[src/rtl/ctrl_sequencer.sv]
// Multi-cycle fetch/decode/execute control sequencer for the 3-bit-opcode accumulator CPU.
// Strobes are a combinational decode of the state register (ir_op_i in D, latched op_q in E0/E1).
module ctrl_sequencer #(
    parameter int CNT_W = 16
) (
    input  logic             clk_i,
    input  logic             rst_i,
    input  logic             run_i,
    input  logic [2:0]       ir_op_i,
    output logic [2:0]       state_o,
    output logic             ctrl_mar_pc_o,
    output logic             ctrl_mar_ir_o,
    output logic             ctrl_mem_rd_o,
    output logic             ctrl_mem_wr_o,
    output logic             ctrl_pc_inc_o,
    output logic             ctrl_ir_load_o,
    output logic             ctrl_acc_load_o,
    output logic [1:0]       ctrl_alu_op_o,
    output logic             ctrl_flags_load_o,
    output logic             ctrl_jmp_o,
    output logic             halted_o,
    output logic [CNT_W-1:0] instr_cnt_o
);

    typedef enum logic [2:0] {
        IDLE = 3'd0,
        F0   = 3'd1,
        F1   = 3'd2,
        F2   = 3'd3,
        D    = 3'd4,
        E0   = 3'd5,
        E1   = 3'd6,
        HALT = 3'd7
    } state_t;

    localparam logic [2:0] OP_ADD = 3'b000;
    localparam logic [2:0] OP_SUB = 3'b001;
    localparam logic [2:0] OP_LDA = 3'b010;
    localparam logic [2:0] OP_STA = 3'b011;
    localparam logic [2:0] OP_JMP = 3'b100;
    localparam logic [2:0] OP_JZ  = 3'b101;
    localparam logic [2:0] OP_JC  = 3'b110;
    localparam logic [2:0] OP_HLT = 3'b111;

    state_t     state;
    state_t     next;
    logic [2:0] op_q;
    logic       retire;

    assign state_o = state;

    always_comb begin
        next              = state;
        retire            = 1'b0;
        ctrl_mar_pc_o     = 1'b0;
        ctrl_mar_ir_o     = 1'b0;
        ctrl_mem_rd_o     = 1'b0;
        ctrl_mem_wr_o     = 1'b0;
        ctrl_pc_inc_o     = 1'b0;
        ctrl_ir_load_o    = 1'b0;
        ctrl_acc_load_o   = 1'b0;
        ctrl_alu_op_o     = 2'b00;
        ctrl_flags_load_o = 1'b0;
        ctrl_jmp_o        = 1'b0;
        halted_o          = 1'b0;
        case (state)
            IDLE: next = run_i ? F0 : IDLE;
            F0: begin
                ctrl_mar_pc_o = 1'b1;
                next          = F1;
            end
            F1: begin
                ctrl_mem_rd_o = 1'b1;
                ctrl_pc_inc_o = 1'b1;
                next          = F2;
            end
            F2: begin
                ctrl_ir_load_o = 1'b1;
                next           = D;
            end
            D: begin
                case (ir_op_i)
                    OP_ADD, OP_SUB, OP_LDA, OP_STA: begin
                        ctrl_mar_ir_o = 1'b1;
                        next          = E0;
                    end
                    OP_JMP, OP_JZ, OP_JC: begin
                        // Branch stage owns the taken decision; we only enable it.
                        ctrl_jmp_o = 1'b1;
                        retire     = 1'b1;
                        next       = run_i ? F0 : IDLE;
                    end
                    OP_HLT: begin
                        retire = 1'b1;
                        next   = HALT;
                    end
                    default: next = IDLE;
                endcase
            end
            E0: begin
                if (op_q == OP_STA) begin
                    ctrl_mem_wr_o = 1'b1;
                    retire        = 1'b1;
                    next          = run_i ? F0 : IDLE;
                end else begin
                    ctrl_mem_rd_o = 1'b1;
                    next          = E1;
                end
            end
            E1: begin
                ctrl_acc_load_o = 1'b1;
                case (op_q)
                    OP_ADD:  ctrl_alu_op_o = 2'b01;
                    OP_SUB:  ctrl_alu_op_o = 2'b10;
                    default: ctrl_alu_op_o = 2'b00;
                endcase
                // LDA must not disturb Z/C.
                ctrl_flags_load_o = (op_q == OP_ADD) || (op_q == OP_SUB);
                retire            = 1'b1;
                next              = run_i ? F0 : IDLE;
            end
            HALT: halted_o = 1'b1;
            default: next = IDLE;
        endcase
    end

    always_ff @(posedge clk_i) begin
        if (rst_i) begin
            state       <= IDLE;
            op_q        <= 3'b000;
            instr_cnt_o <= '0;
        end else begin
            state <= next;
            if (state == D)
                op_q <= ir_op_i;
            if (retire && (instr_cnt_o != {CNT_W{1'b1}}))
                instr_cnt_o <= instr_cnt_o + CNT_W'(1);
        end
    end

endmodule

[config.mk]
export PLATFORM = sky130hd
export DESIGN_NAME = ctrl_sequencer
export DESIGN_NICKNAME = d
export VERILOG_FILES = /design/src/rtl/ctrl_sequencer.sv
export SDC_FILE = /design/constraint.sdc
export NUM_CORES = 1
export LEC_CHECK = 0
export CORE_MARGIN = 5
export CORE_UTILIZATION = 33
export CTS_CLUSTER_DIAMETER = 60
export CTS_CLUSTER_SIZE = 16
export DETAILED_ROUTE_END_ITERATION = 8
export DONT_BUFFER_PORTS = 1
export HOLD_SLACK_MARGIN = 0.1
export PLACE_DENSITY = 0.46
export SETUP_SLACK_MARGIN = 0.15
export SYNTH_ARGS = -nofsm -noshare
export SYNTH_HDL_FRONTEND = slang
export SYNTH_SLANG_ARGS = --single-unit
[constraint.sdc]
create_clock -name clk_i -period 1.55 [get_ports clk_i]
set_input_delay 0.465 -clock clk_i [delete_from_list [all_inputs] [get_ports clk_i]]
set_output_delay 0.465 -clock clk_i [all_outputs]
set_load 0.1 [all_outputs]
=== Word level (Yosys, flattened, before mapping) ===
Cells that the tools add are included.

* Register bits after elaboration: 22
* Bits in latches: 0
* Bits in writable memories: 0
* ROM bits: 0
* Input port bits: 6
* Output and inout bits: 31
* Logic and storage cells: 53
* Memories kept: 0

* Add/sub/neg operators: 1
* $mul: 0
* Divide/modulo/power cells: 0
* $lt $le $gt $ge: 0
* Eq/ne operators: 17
* Shifts and indexed selects: 0
* Muxes and demuxes: 22
* Bitwise operators: 0
* Reductions and logical operators: 10

{| class="wikitable"
|+ Operator list
! kind !! count
|-
| 3-bit == test (second input constant) || 8
|-
| 3-bit one-hot mux with 6 select lines || 1
|-
| 16-bit by 1-bit adder with 16-bit output (second input constant) || 1
|-
| 16-bit != test (second input constant) || 1
|-
| 3-bit by 2-bit == test with 1-bit output (second input constant) || 5
|-
| 1-bit 2-to-1 mux || 15
|-
| 3-bit by 1-bit == test with 1-bit output (second input constant) || 3
|-
| 3-bit logical NOT || 3
|-
| 3-bit one-hot mux with 3 select lines || 1
|-
| 4-bit OR reduction || 2
|-
| 6-bit nonzero test || 1
|-
| 2-bit one-hot mux with 2 select lines || 1
|-
| 3-bit 2-to-1 mux || 1
|-
| 1-bit one-hot mux with 3 select lines || 1
|-
| 3-bit OR reduction || 1
|-
| 2-bit 2-to-1 mux || 1
|-
| 1-bit one-hot mux with 2 select lines || 1
|-
| 2-bit OR reduction || 1
|-
| 1-bit logical AND || 1
|-
| 1-bit logical OR || 1
|}

=== Logic depth before layout (Yosys ltp) ===
Gate-level depths: netlist of run 1.

* Depth after elaboration: 5
* Gate-level depth with buffers: 7
* Depth with buffers taken out: 5

=== Worst setup path before layout of run 1 ===
No wires, ideal clock.

* Path type: flip-flop to output port
* From: reg state[2] (netlist: state_o[2])
* To: out ctrl_alu_op_o[1]
* Arrival: 4.648 ns
* Required time: 1.085 ns
* Path slack: -3.563 ns
* Cell stages (with the launch flop): 6
* Buffers on the path: 1
* Cells stage by stage: dfxtp_1 -> buf_2 -> nor2b_1 -> nand2_1 -> nor3_1 -> and2_1

* Word-level cells in the longest chain between the ends: 2

{| class="wikitable"
|+ Ends and longest elaborated chain
! what !! RTL line !! text
|-
| start, declared || 45 || <nowiki>state_t state;</nowiki>
|-
| start signal, assigned || 133 || <nowiki>state <= next;</nowiki>
|-
| 3-bit == test || 66 || <nowiki>case (state)</nowiki>
|-
| 2-bit 2-to-1 mux || 66 ||
|-
| end, declared || 18 || <nowiki>output logic [1:0] ctrl_alu_op_o,</nowiki>
|}

No other way between the ends.

=== Final worst setup path of run 1 ===
* From: reg state[2] (netlist: state_o[2])
* To: out ctrl_mem_rd_o

* Word-level cells in the longest chain between the ends: 2
* Elaborated cells on any way between the ends: 3
* Those cells by class: eq/ne (2); mux (1)

{| class="wikitable"
|+ Ends and longest elaborated chain
! what !! RTL line !! text
|-
| 3-bit == test / 3-bit by 2-bit == test with 1-bit output (equally long branches) || 66 ||
|-
| 1-bit one-hot mux with 2 select lines * || 66 ||
|-
| end, declared || 13 || <nowiki>output logic ctrl_mem_rd_o,</nowiki>
|}

Mark *: on every way between the ends. The rest lies on a longest branch, timed or not.

==> results of run 1 <==
[what timing repair did]
action / 4_1_cts / 5_1_grt
buffers inserted: 12 / 2
endpoints found under the setup margin: 44 / 39
endpoints found under the hold margin: 0 / 0
pin swaps: 23 / 9
hold buffers: 0 / 0
gates resized for setup: 52 / 26
gates cloned: 1 / 0
[layout make-up]
class	instances	area, sq um	area share (%)
Multi-Input combinational cell	120	1106	42.91
Timing Repair Buffer	68	837.1	32.48
Tap cell	48	60.06	2.330
Clock inverter	1	3.754	0.1456
Clock buffer	3	41.29	1.602
Inverter	4	17.52	0.6796
Sequential cell	22	511.7	19.85
[sequential cells by signal, indices dropped and copies added, names as in the netlist]
name,cells
instr_cnt_o,16
op_q,3
state_o,3
[through the flow]
step | hold WS [ps] | total power, W | setup slack, ps | instances | util (%)
global placement | 480.2 | 0.0008931 | -62.64 | 247 | 55.62
global route | 223.6 | 0.001415 | -357.2 | 266 | 68.85
detailed placement | 504.4 | 0.0008960 | -125.6 | 247 | 55.62
finish | 241.7 | 0.001350 | -282.1 | 266 | 68.85
CTS | 235.9 | 0.001349 | -287.1 | 264 | 65.47
floorplan | 563.9 | 0.0008159 | -1232 | 157 | -
[final timing paths]
path             startpoint               to  depth (start not counted)
max              state_o[2]    ctrl_mem_rd_o                          4
min                   rst_i   instr_cnt_o[4]                          1
max reg2reg      state_o[1]  instr_cnt_o[14]                          6
min reg2reg  instr_cnt_o[9]   instr_cnt_o[9]                          2
[report_power, final]
part / switching, W / internal [W] / leakage [nW]
registers: 0.0000119 / 0.000546 / 0.193
logic: 0.000246 / 0.000174 / 0.704
clock network: 0.000195 / 0.000177 / 0.0231
[kinds of logic (layout without fill, tap and decap cells)]
| kind of cell | Yosys count | after routing | share of synthesized area (%) |
|---|---|---|---|
| AO/OA/AOI/OAI | 36 | 36 | 18.09 |
| adder cells (fa/ha/maj) | 1 | 1 | 0.9623 |
| buffers and inverters | 15 | 76 | 5.582 |
| flip-flops | 22 | 22 | 33.88 |
| multiplexers | 7 | 7 | 5.775 |
| AND/OR/NAND/NOR | 76 | 76 | 35.71 |
[worst reg2reg max path: cells and delay by family (launching register included)]
kind | cells | cell delay (ps)
and+or+nand+nor | 2 | 610
DFF | 1 | 360
muxes | 1 | 360
AOI/OAI and AO/OA | 1 | 100
buffers and inverters | 2 | 270
[metal layers]
layer | share of wire [%] | GRT usage (%)
met5 | 0 | 0
met4 | 0.94 | 6.148
met3 | 3.5 | 2.617
met2 | 50 | 30.36
met1 | 45 | 23.25
[cells in the final DEF, fill, tap and decap left out, types with 6 or more instances in the layout]
cell type / instances
buf_6: 25
buf_4: 24
dfxtp_4: 19
buf_12: 13
nor2_1: 10
nand2_1: 8
nand4_1: 7
a21oi_2: 7
or4_4: 6
a21oi_1: 6
nor2b_1: 6
==> implementation parameters, run 1 <==
Parameter                              Value

STA
  Setup tns final    -5430 ps
  Fin Clk Skew    6.765 ps
  Setup-failing EPs final    30
  Final Max Tran Viols    0
  Part of the cycle the worst path needs    118.2%
  Final worst path period need    1832 ps
  Peak clock frequency supported by timing    0.5458 GHz
  Remaining max-slew budget at the tightest pin    66.74%
  Slack of the critical path    -282.1 ps
  Slew @ Worst Pin    496.2 ps
  Number of endpoints with negative hold slack in the final report    0
  RSZ-0062 raised after global routing    true

Critical path
  Largest driver fanout on the critical path    9
  Kind of end point of the critical path    output pin
  Slowest cell on the critical path    dfxtp_4
  Cell-by-cell listing of the critical path    buf_6 > nor3b_4 > o21bai_4 > buf_12
  Critical path arrival    1370 ps
  Worst setup slack for register-to-register paths    -240 ps
  Required time at the endpoint of the critical path    approximately 1100 ps
  Bufs and invs on worst path    2
  Worst setup SP type    flip-flop
  CP top delay family    flip-flops
  Delay contributed by the slowest stage of the critical path    approximately 350 ps
  Category of the critical setup timing path    flip-flop to output pin

Cells and area
  Fraction of layout cells with a size suffix above 1    66.06%
  Filler instances    290
  Diode insertion count for antenna repair    0
  Post-layout nets    around 230
  Area Overhead vs Synth    98.27%
  Final design area excluding fillers    between 0.002 and 0.003 sq mm

Place
  PortBufs    0
  Final Wtd Congestion    roughly 0.76
  Placement-stage cell area    0.002082 sq mm
  Detail Placement HPWL    a little over 3 mm

Flow run
  Max Cap Viol    0

Outcome
  Violations in the final reports    setup timing
  Result of the run    finished with violations

Synthesis
  Library cell with the highest instance count after synthesis    dfxtp_1
  Area share of the leading cell type in the synthesized netlist    33.88%
  Synth Flop Type    dfxtp_1
  Count of state elements after synthesis    22
  EDFF count, synth    0
  Mapped Avg Cell Area    8.280 sq um
  Yosys warnings    0
  Cells taking the most area after synthesis    dfxtp_1 34%, o31ai_1 5.2%, or4_1 5.2%
  Post-synthesis instance total    157
  Sequential-to-total area share from yosys stat    between 30% and 40%
  Combined area of all synthesized cells    0.001300 sq mm
  List of most frequent post-synthesis cells    22 x dfxtp_1, 13 x a21oi_1, 11 x nor2_1
  Number of distinct standard cells referenced by the synthesized netlist    38
  Async set-or-reset flop fraction in the synthesized netlist    0%
  Cell type with the highest aggregate area in the netlist    dfxtp_1
  Syn nets    164

Worst hold path
  Kind of path behind the tightest hold check    primary input to flip-flop

CTS
  Number of buffers between clock root and the deepest sink    2
  CTS tree    done
  Clock latency reported for the late side of the worst-skew pair    260 ps
  Clock buffer count from CTS    3
  Clock edge transition at the registers on the reported setup and hold paths    90 ps
  CTS H-Tree Depth    1
  Clk root buf    clkbuf_8
  TritonCTS Sinks    22

Floorplan
  Number of placed I/O pins    37
  Placeable Area    ~0.0037 sq mm
  Starting density of the core    34.73%
  Total Die Area    0.005295 sq mm
  Chip Height    72.77 microns
  Floorplan die width    72.77 microns
  Standard-cell row count    22

Routing
  Initial DRC count    44
  Vias per cell    5.594
  Post-DRT Antenna Nets    0
  Routed wire length    roughly 4.7 mm
  Residual DRC count    0
  Length of the first detailed-routing pass in iterations    4
  Wire per inst    17.65 microns
  Overall via count from detail_route    roughly 1500

Global route
  Vias in the first global route    1585
  Total congestion overflow    0
  Antenna violations before repair    0
  Maximum number of pins on one net before global-route repair    27
  Total global-route track usage    approximately 18%
  Global-route wire length before repair    7.624 mm

Pwr
  Peak supply drop    367.4 uV
  Power density cells    523.9 mW/mm^2
  Total leakage power    between 0.9 and 1 nW
Power figures use the tool's default switching activity.
==> inputs of run 2 (changes only) <==
Settings changed: PLACE_DENSITY 0.46 to default, TNS_END_PERCENT from default to 50.
==> run 2 against run 1 <==
The run still ends with setup timing left. Clock skew increased by 0.97 ps. Hold slack about the same. Fmax decreased by 1.9%. Core utilization increased by 0.20 points. Non-clock buffer count decreased by 3. Critical path type unchanged. Cell count decreased by 0.75%. Via count increased by 0.54%. Flip-flop and latch count unchanged.
==> implementation parameters, run 2 (synthesis results as in run 1) <==
Parameter                              Value

CTS
  CTS tree    done
  Hold bufs inserted after CTS    0 (unchanged)
  Clk root buf    clkbuf_8
  CTS H-Tree Depth    1 (unchanged)
  Clock buffer count from CTS    3 (unchanged)
  TritonCTS Sinks    22 (unchanged)
  Number of buffers between clock root and the deepest sink    2 (unchanged)
  Clock latency reported for the late side of the worst-skew pair    260 ps (about the same)
  Clock edge transition at the registers on the reported setup and hold paths    80 ps (about the same)

Global route
  Antenna violations before repair    0 (unchanged)
  Total global-route track usage    14.88% (-3.1 points)
  Maximum number of pins on one net before global-route repair    27 (unchanged)
  Vias in the first global route    1434 (-9.5%)
  Global-route wire length before repair    6.444 mm (-15%)
  Total congestion overflow    0 (unchanged)

Cells and area
  Utilization after layout    69.05% (+0.20 points)
  Most frequent cells in the layout    29 x buf_6, 19 x dfxtp_4, 18 x buf_4
  Most flop-heavy register    instr_cnt_o
  Number of flip-flops in the largest register    16 (unchanged)
  Most common library cell in the layout ignoring fill and taps    buf_6
  Fraction of layout cells with a size suffix above 1    64.81% (-1.2 points)
  Post-layout nets    224 (-0.88%)
  Diode insertion count for antenna repair    0 (unchanged)
  Area Overhead vs Synth    98.85%
  Non-filler cells, final    264 (-0.75%)

Floorplan
  Floorplan die width    72.77 microns (unchanged)
  Number of placed I/O pins    37 (unchanged)
  Standard-cell row count    22 (unchanged)
  Chip Height    72.77 microns (unchanged)
  Total Die Area    0.005295 sq mm (unchanged)
  Starting density of the core    34.73% (unchanged)
  Placeable Area    0.003744 sq mm (unchanged)

Pwr
  Power density cells    523.2 mW/mm^2 (-0.12%)
  Total leakage power    0.9234 nW (+0.35%)
  Peak supply drop    501.6 uV (+37%)

Critical path
  Category of the critical setup timing path    flip-flop to output pin
  Largest driver fanout on the critical path    8 (-1)
  Worst setup SP type    flip-flop
  Worst setup slack for register-to-register paths    -260 ps (-20 ps)
  Required time at the endpoint of the critical path    1080 ps (about the same)
  Critical path arrival    1400 ps (+30 ps)
  Kind of end point of the critical path    output pin

Routing
  Length of the first detailed-routing pass in iterations    4 (unchanged)
  Initial DRC count    155 (+250%)
  Residual DRC count    0 (unchanged)
  Vias per cell    5.667 (+1.3%)
  Post-DRT Antenna Nets    0 (unchanged)
  Routed wire length    4.583 mm (-2.4%)
  Wire per inst    17.36 microns (-1.6%)
  Overall via count from detail_route    1496 (+0.54%)

Outcome
  Result of the run    finished with violations
  Violations in the final reports    setup timing

STA
  Setup-failing EPs final    30 (unchanged)
  Peak clock frequency supported by timing    0.5357 GHz (-1.9%)
  Final worst hold slack    241.8 ps (+0.1410 ps)
  Slew @ Worst Pin    498.2 ps (+1.994 ps)
  Final Max Tran Viols    0 (unchanged)
  Slack of the critical path    -316.7 ps (-34.60 ps)
  Fin Clk Skew    7.734 ps (+0.9685 ps)
  RSZ-0062 raised after global routing    true
  Part of the cycle the worst path needs    120.4% (+2.2 points)
  Remaining max-slew budget at the tightest pin    66.61% (-0.13 points)
  Final worst path period need    1867 ps (+34.60 ps)
  Number of endpoints with negative hold slack in the final report    0 (unchanged)

Place
  Number of placed cells counting well taps    245 (-0.81%)
  Final Wtd Congestion    0.8819 (+16%)
  PortBufs    0 (unchanged)
  Detail Placement HPWL    2.831 mm (-9.1%)

Flow run
  Max Cap Viol    0 (unchanged)

Worst hold path
  Kind of path behind the tightest hold check    primary input to flip-flop
[run 2: what timing repair did]
item                       in CTS  in global routing
setup endpoints to repair      43                 40
gates cloned                    0                  1
setup buffers                   5                  9
pin swaps                       8                 22
gates resized for setup        32                 53
hold endpoints to repair        0                  0
[run 2: through the flow]
step,TNS (ps),cell area [sq um],total power (W),worst slack (ps)
final,-6283,2585,0.001353,-316.7
after global routing,-8242,2585,0.001415,-419.5
after CTS,-6407,2252,0.001308,-305.9
after detailed placement,-1740,2054,0.0008974,-141.7
after global placement,-970.3,2054,0.0008932,-84.74
after floorplan,-10820,1568,0.0008159,-1232
[run 2: metal layers]
metal / wire (microns) / vias up / global-route usage (%)
met4: 63 / 0 / 3.074
li1: - / 719 / -
met2: 2464 / 33 / 25.45
met3: 208 / 9 / 4.683
met5: 0 / - / 0
met1: 1847 / 735 / 18.29
[run 2: path summary, 6_finish.rpt]
kind                                  from  cells after the start               to
worst max-delay path            state_o[2]                      4    ctrl_mem_rd_o
worst min-delay path                 rst_i                      1   instr_cnt_o[5]
worst max register to register  state_o[1]                      7  instr_cnt_o[14]
worst min register to register  state_o[0]                      1       state_o[0]
[run 2: final cells by class]
type,count,area (sq um)
fill,271,1159
timing repair buffer,65,802.0
multi-input combinational,121,1150
tap,48,60.06
clock inverter,1,3.754
inverter,4,15.01
sequential,22,513.0
clock buffer,3,41.29
[run 2: report_power, final]
part	internal [W]	switching, W
Clock	0.000177	0.000186
Combinational	0.000182	0.000251
Sequential	0.000546	0.0000121
[run 2: critical path, stage by stage (launching register included)]
cell,delay [ps]
dfxtp_4,380
buf_6,170
nand3b_1,200
o21bai_4,210
buf_12,190
==> inputs of run 3 (changes only) <==
Settings changed: MAX_ROUTING_LAYER from default to met4.
==> run 3 against run 2 <==
The flow still finishes with violations (setup timing). Flip-flop and latch count is the same. Largest power group unchanged. Largest cell class unchanged. Combinational power is essentially flat. Count of clock-buffer cells in the layout is the same. Critical endpoint is now ctrl_alu_op_o[1]. Core utilization is the same. Highest routed layer unchanged. First-iteration DRC count shrank 31%. Sequential share of layout area is the same. Clock skew grew 0.70 ps. Final area is the same. Fmax is essentially flat. Hold slack lost 0.74 ps. Global-route usage grew 0.43 points. Routed wire length is essentially flat.
==> implementation parameters, run 3 (synthesis results as in run 1) <==
Parameter                              Value

Critical path
  Cell-by-cell listing of the critical path    nor2b_4 > nand2_4 > nor3_4 > and2_4 > buf_12
  Delay contributed by the slowest stage of the critical path    380 ps (about the same)
  Largest driver fanout on the critical path    3 (-5)
  Category of the critical setup timing path    flip-flop to output pin
  Slowest cell on the critical path    dfxtp_4
  Required time at the endpoint of the critical path    1080 ps (about the same)
  Worst setup SP type    flip-flop
  Kind of end point of the critical path    output pin
  Critical path arrival    1400 ps (about the same)

STA
  Number of endpoints with negative hold slack in the final report    0 (unchanged)
  Final worst hold slack    241.1 ps (-0.7410 ps)
  Setup-failing EPs final    30 (unchanged)
  Slack of the critical path    -315.7 ps (+0.9610 ps)
  RSZ-0062 raised after global routing    true
  Peak clock frequency supported by timing    0.5360 GHz (about the same)
  Remaining max-slew budget at the tightest pin    66.57% (about the same)
  Slew @ Worst Pin    498.8 ps (+0.5945 ps)
  Setup tns final    -6254 ps (+28.50 ps)
  Fin Clk Skew    8.436 ps (+0.7024 ps)
  Final Max Tran Viols    0 (unchanged)
  Final worst path period need    1866 ps (-0.9610 ps)
  Part of the cycle the worst path needs    120.4% (about the same)

Routing
  Residual DRC count    0 (unchanged)
  Length of the first detailed-routing pass in iterations    4 (unchanged)
  Initial DRC count    107 (-31%)
  Overall via count from detail_route    1494 (-0.13%)
  Wire per inst    17.34 microns (about the same)
  Post-DRT Antenna Nets    0 (unchanged)
  Vias per cell    5.659 (-0.13%)
  Routed wire length    4.579 mm (about the same)

Worst hold path
  Kind of path behind the tightest hold check    primary input to flip-flop

Pwr
  Power density cells    523.5 mW/mm^2 (about the same)
  Clock power share    26.8% (about the same)
  Peak supply drop    501.1 uV (about the same)
  Share of total power in combinational logic    31.9% (about the same)
  Internal power contribution    0.0009044 W (about the same)
  Net switching component of the power    0.0004488 W (+0.14%)
  Total power    0.001353 W (about the same)
  Flop pwr share    41.2% (about the same)
  Total leakage power    0.9234 nW (unchanged)
  Net switching fraction of the power    33.17% (about the same)

CTS
  Clk root buf    clkbuf_8
  TritonCTS Sinks    22 (unchanged)
  CTS H-Tree Depth    1 (unchanged)
  Clock latency reported for the late side of the worst-skew pair    260 ps (about the same)
  CTS tree    done
  Hold bufs inserted after CTS    0 (unchanged)
  Clock edge transition at the registers on the reported setup and hold paths    80 ps (about the same)
  Clock buffer count from CTS    3 (unchanged)
  Number of buffers between clock root and the deepest sink    2 (unchanged)

Floorplan
  Number of placed I/O pins    37 (unchanged)
  Total Die Area    0.005295 sq mm (unchanged)
  Starting density of the core    34.73% (unchanged)
  Floorplan die width    72.77 microns (unchanged)
  Standard-cell row count    22 (unchanged)
  Placeable Area    0.003744 sq mm (unchanged)
  Chip Height    72.77 microns (unchanged)

Place
  PortBufs    0 (unchanged)
  Placement-stage cell area    0.002054 sq mm (unchanged)
  DP Worst Slack    -141.7 ps (unchanged)
  Detail Placement HPWL    2.831 mm (unchanged)
  Final Wtd Congestion    0.8966 (+1.7%)

Cells and area
  Filler instances    271 (unchanged)
  Area Overhead vs Synth    98.85% (unchanged)
  Most flop-heavy register    instr_cnt_o
  Number of flip-flops in the largest register    16 (unchanged)
  Most frequent cells in the layout    29 x buf_6, 19 x dfxtp_4, 18 x buf_4
  Diode insertion count for antenna repair    0 (unchanged)
  Post-layout nets    224 (unchanged)
  Final design area excluding fillers    0.002585 sq mm (unchanged)
  Fraction of layout cells with a size suffix above 1    64.81% (unchanged)
  Most common library cell in the layout ignoring fill and taps    buf_6

Global route
  Vias in the first global route    1436 (+0.14%)
  Global-route wire length before repair    6.437 mm (-0.11%)
  Total global-route track usage    15.31% (+0.43 points)
  Total congestion overflow    0 (unchanged)
  Antenna violations before repair    0 (unchanged)
  Maximum number of pins on one net before global-route repair    27 (unchanged)

Flow run
  Max Cap Viol    0 (unchanged)

Outcome
  Violations in the final reports    setup timing
  Result of the run    finished with violations
-- run 3: cell counts in the layout (fill, tap and decap cells not counted) --
No cell type changed its count.
-- run 3: per-layer routing --
layer | up-vias | global-route usage (%) | routed length [microns]
li1 | 722 | - | -
met1 | 729 | 18.37 | 1817
met2 | 35 | 25.35 | 2474
met3 | 8 | 4.683 | 224
met4 | 0 | 3.074 | 63
met5 | - | - | 0
-- run 3: through the flow --
step | std cells | utilization (%)
final | 264 | 69.05
after global routing | 264 | 69.05
after CTS | 254 | 60.16
after detailed placement | 245 | 54.88
after global placement | 245 | 54.88
after floorplan | 157 | -
-- run 3: power groups by stage --
stage	Clock, W	Combinational [W]	Sequential (W)
after CTS	0.000369	0.000383	0.000556
after floorplan	0	0.000192	0.000624
final	0.000363	0.000432	0.000558
after detailed placement	0	0.000329	0.000568
after global routing	0.000403	0.000453	0.000559
after global placement	0	0.000325	0.000568
-- run 3: cell type report --
type                    count  area [sq um]  share of cell area [%]
multi-input cells         121          1150                   44.48
repair buffers             65         802.0                   31.03
flip-flops and latches     22         513.0                   19.85
well taps                  48         60.06                   2.323
clock buffers               3         41.29                   1.597
inverters                   4         15.01                  0.5808
clock inverters             1         3.754                  0.1452
-- run 3: final timing paths --
path | from | cells past startpoint | to | slack [ps]
setup / recovery | state_o[2] | 5 | ctrl_alu_op_o[1] | -320
hold / removal | rst_i | 1 | instr_cnt_o[5] | 240
setup reg to reg | state_o[1] | 7 | instr_cnt_o[14] | -260
hold reg to reg | state_o[0] | 1 | state_o[0] | 500
-- run 3: repair_timing --
item                                    in CTS  in global routing
buffers inserted                             5                  9
resized for setup                           32                 53
pin swaps                                    8                 22
endpoints found under the setup margin      43                 40
cloned                                       0                  1
-- run 3: worst max-delay path: cells and delay by family (launching register included) --
family	cells	cell delay [ps]
DFF	1	380
and+or+nand+nor	4	600
buffers and inverters	1	160
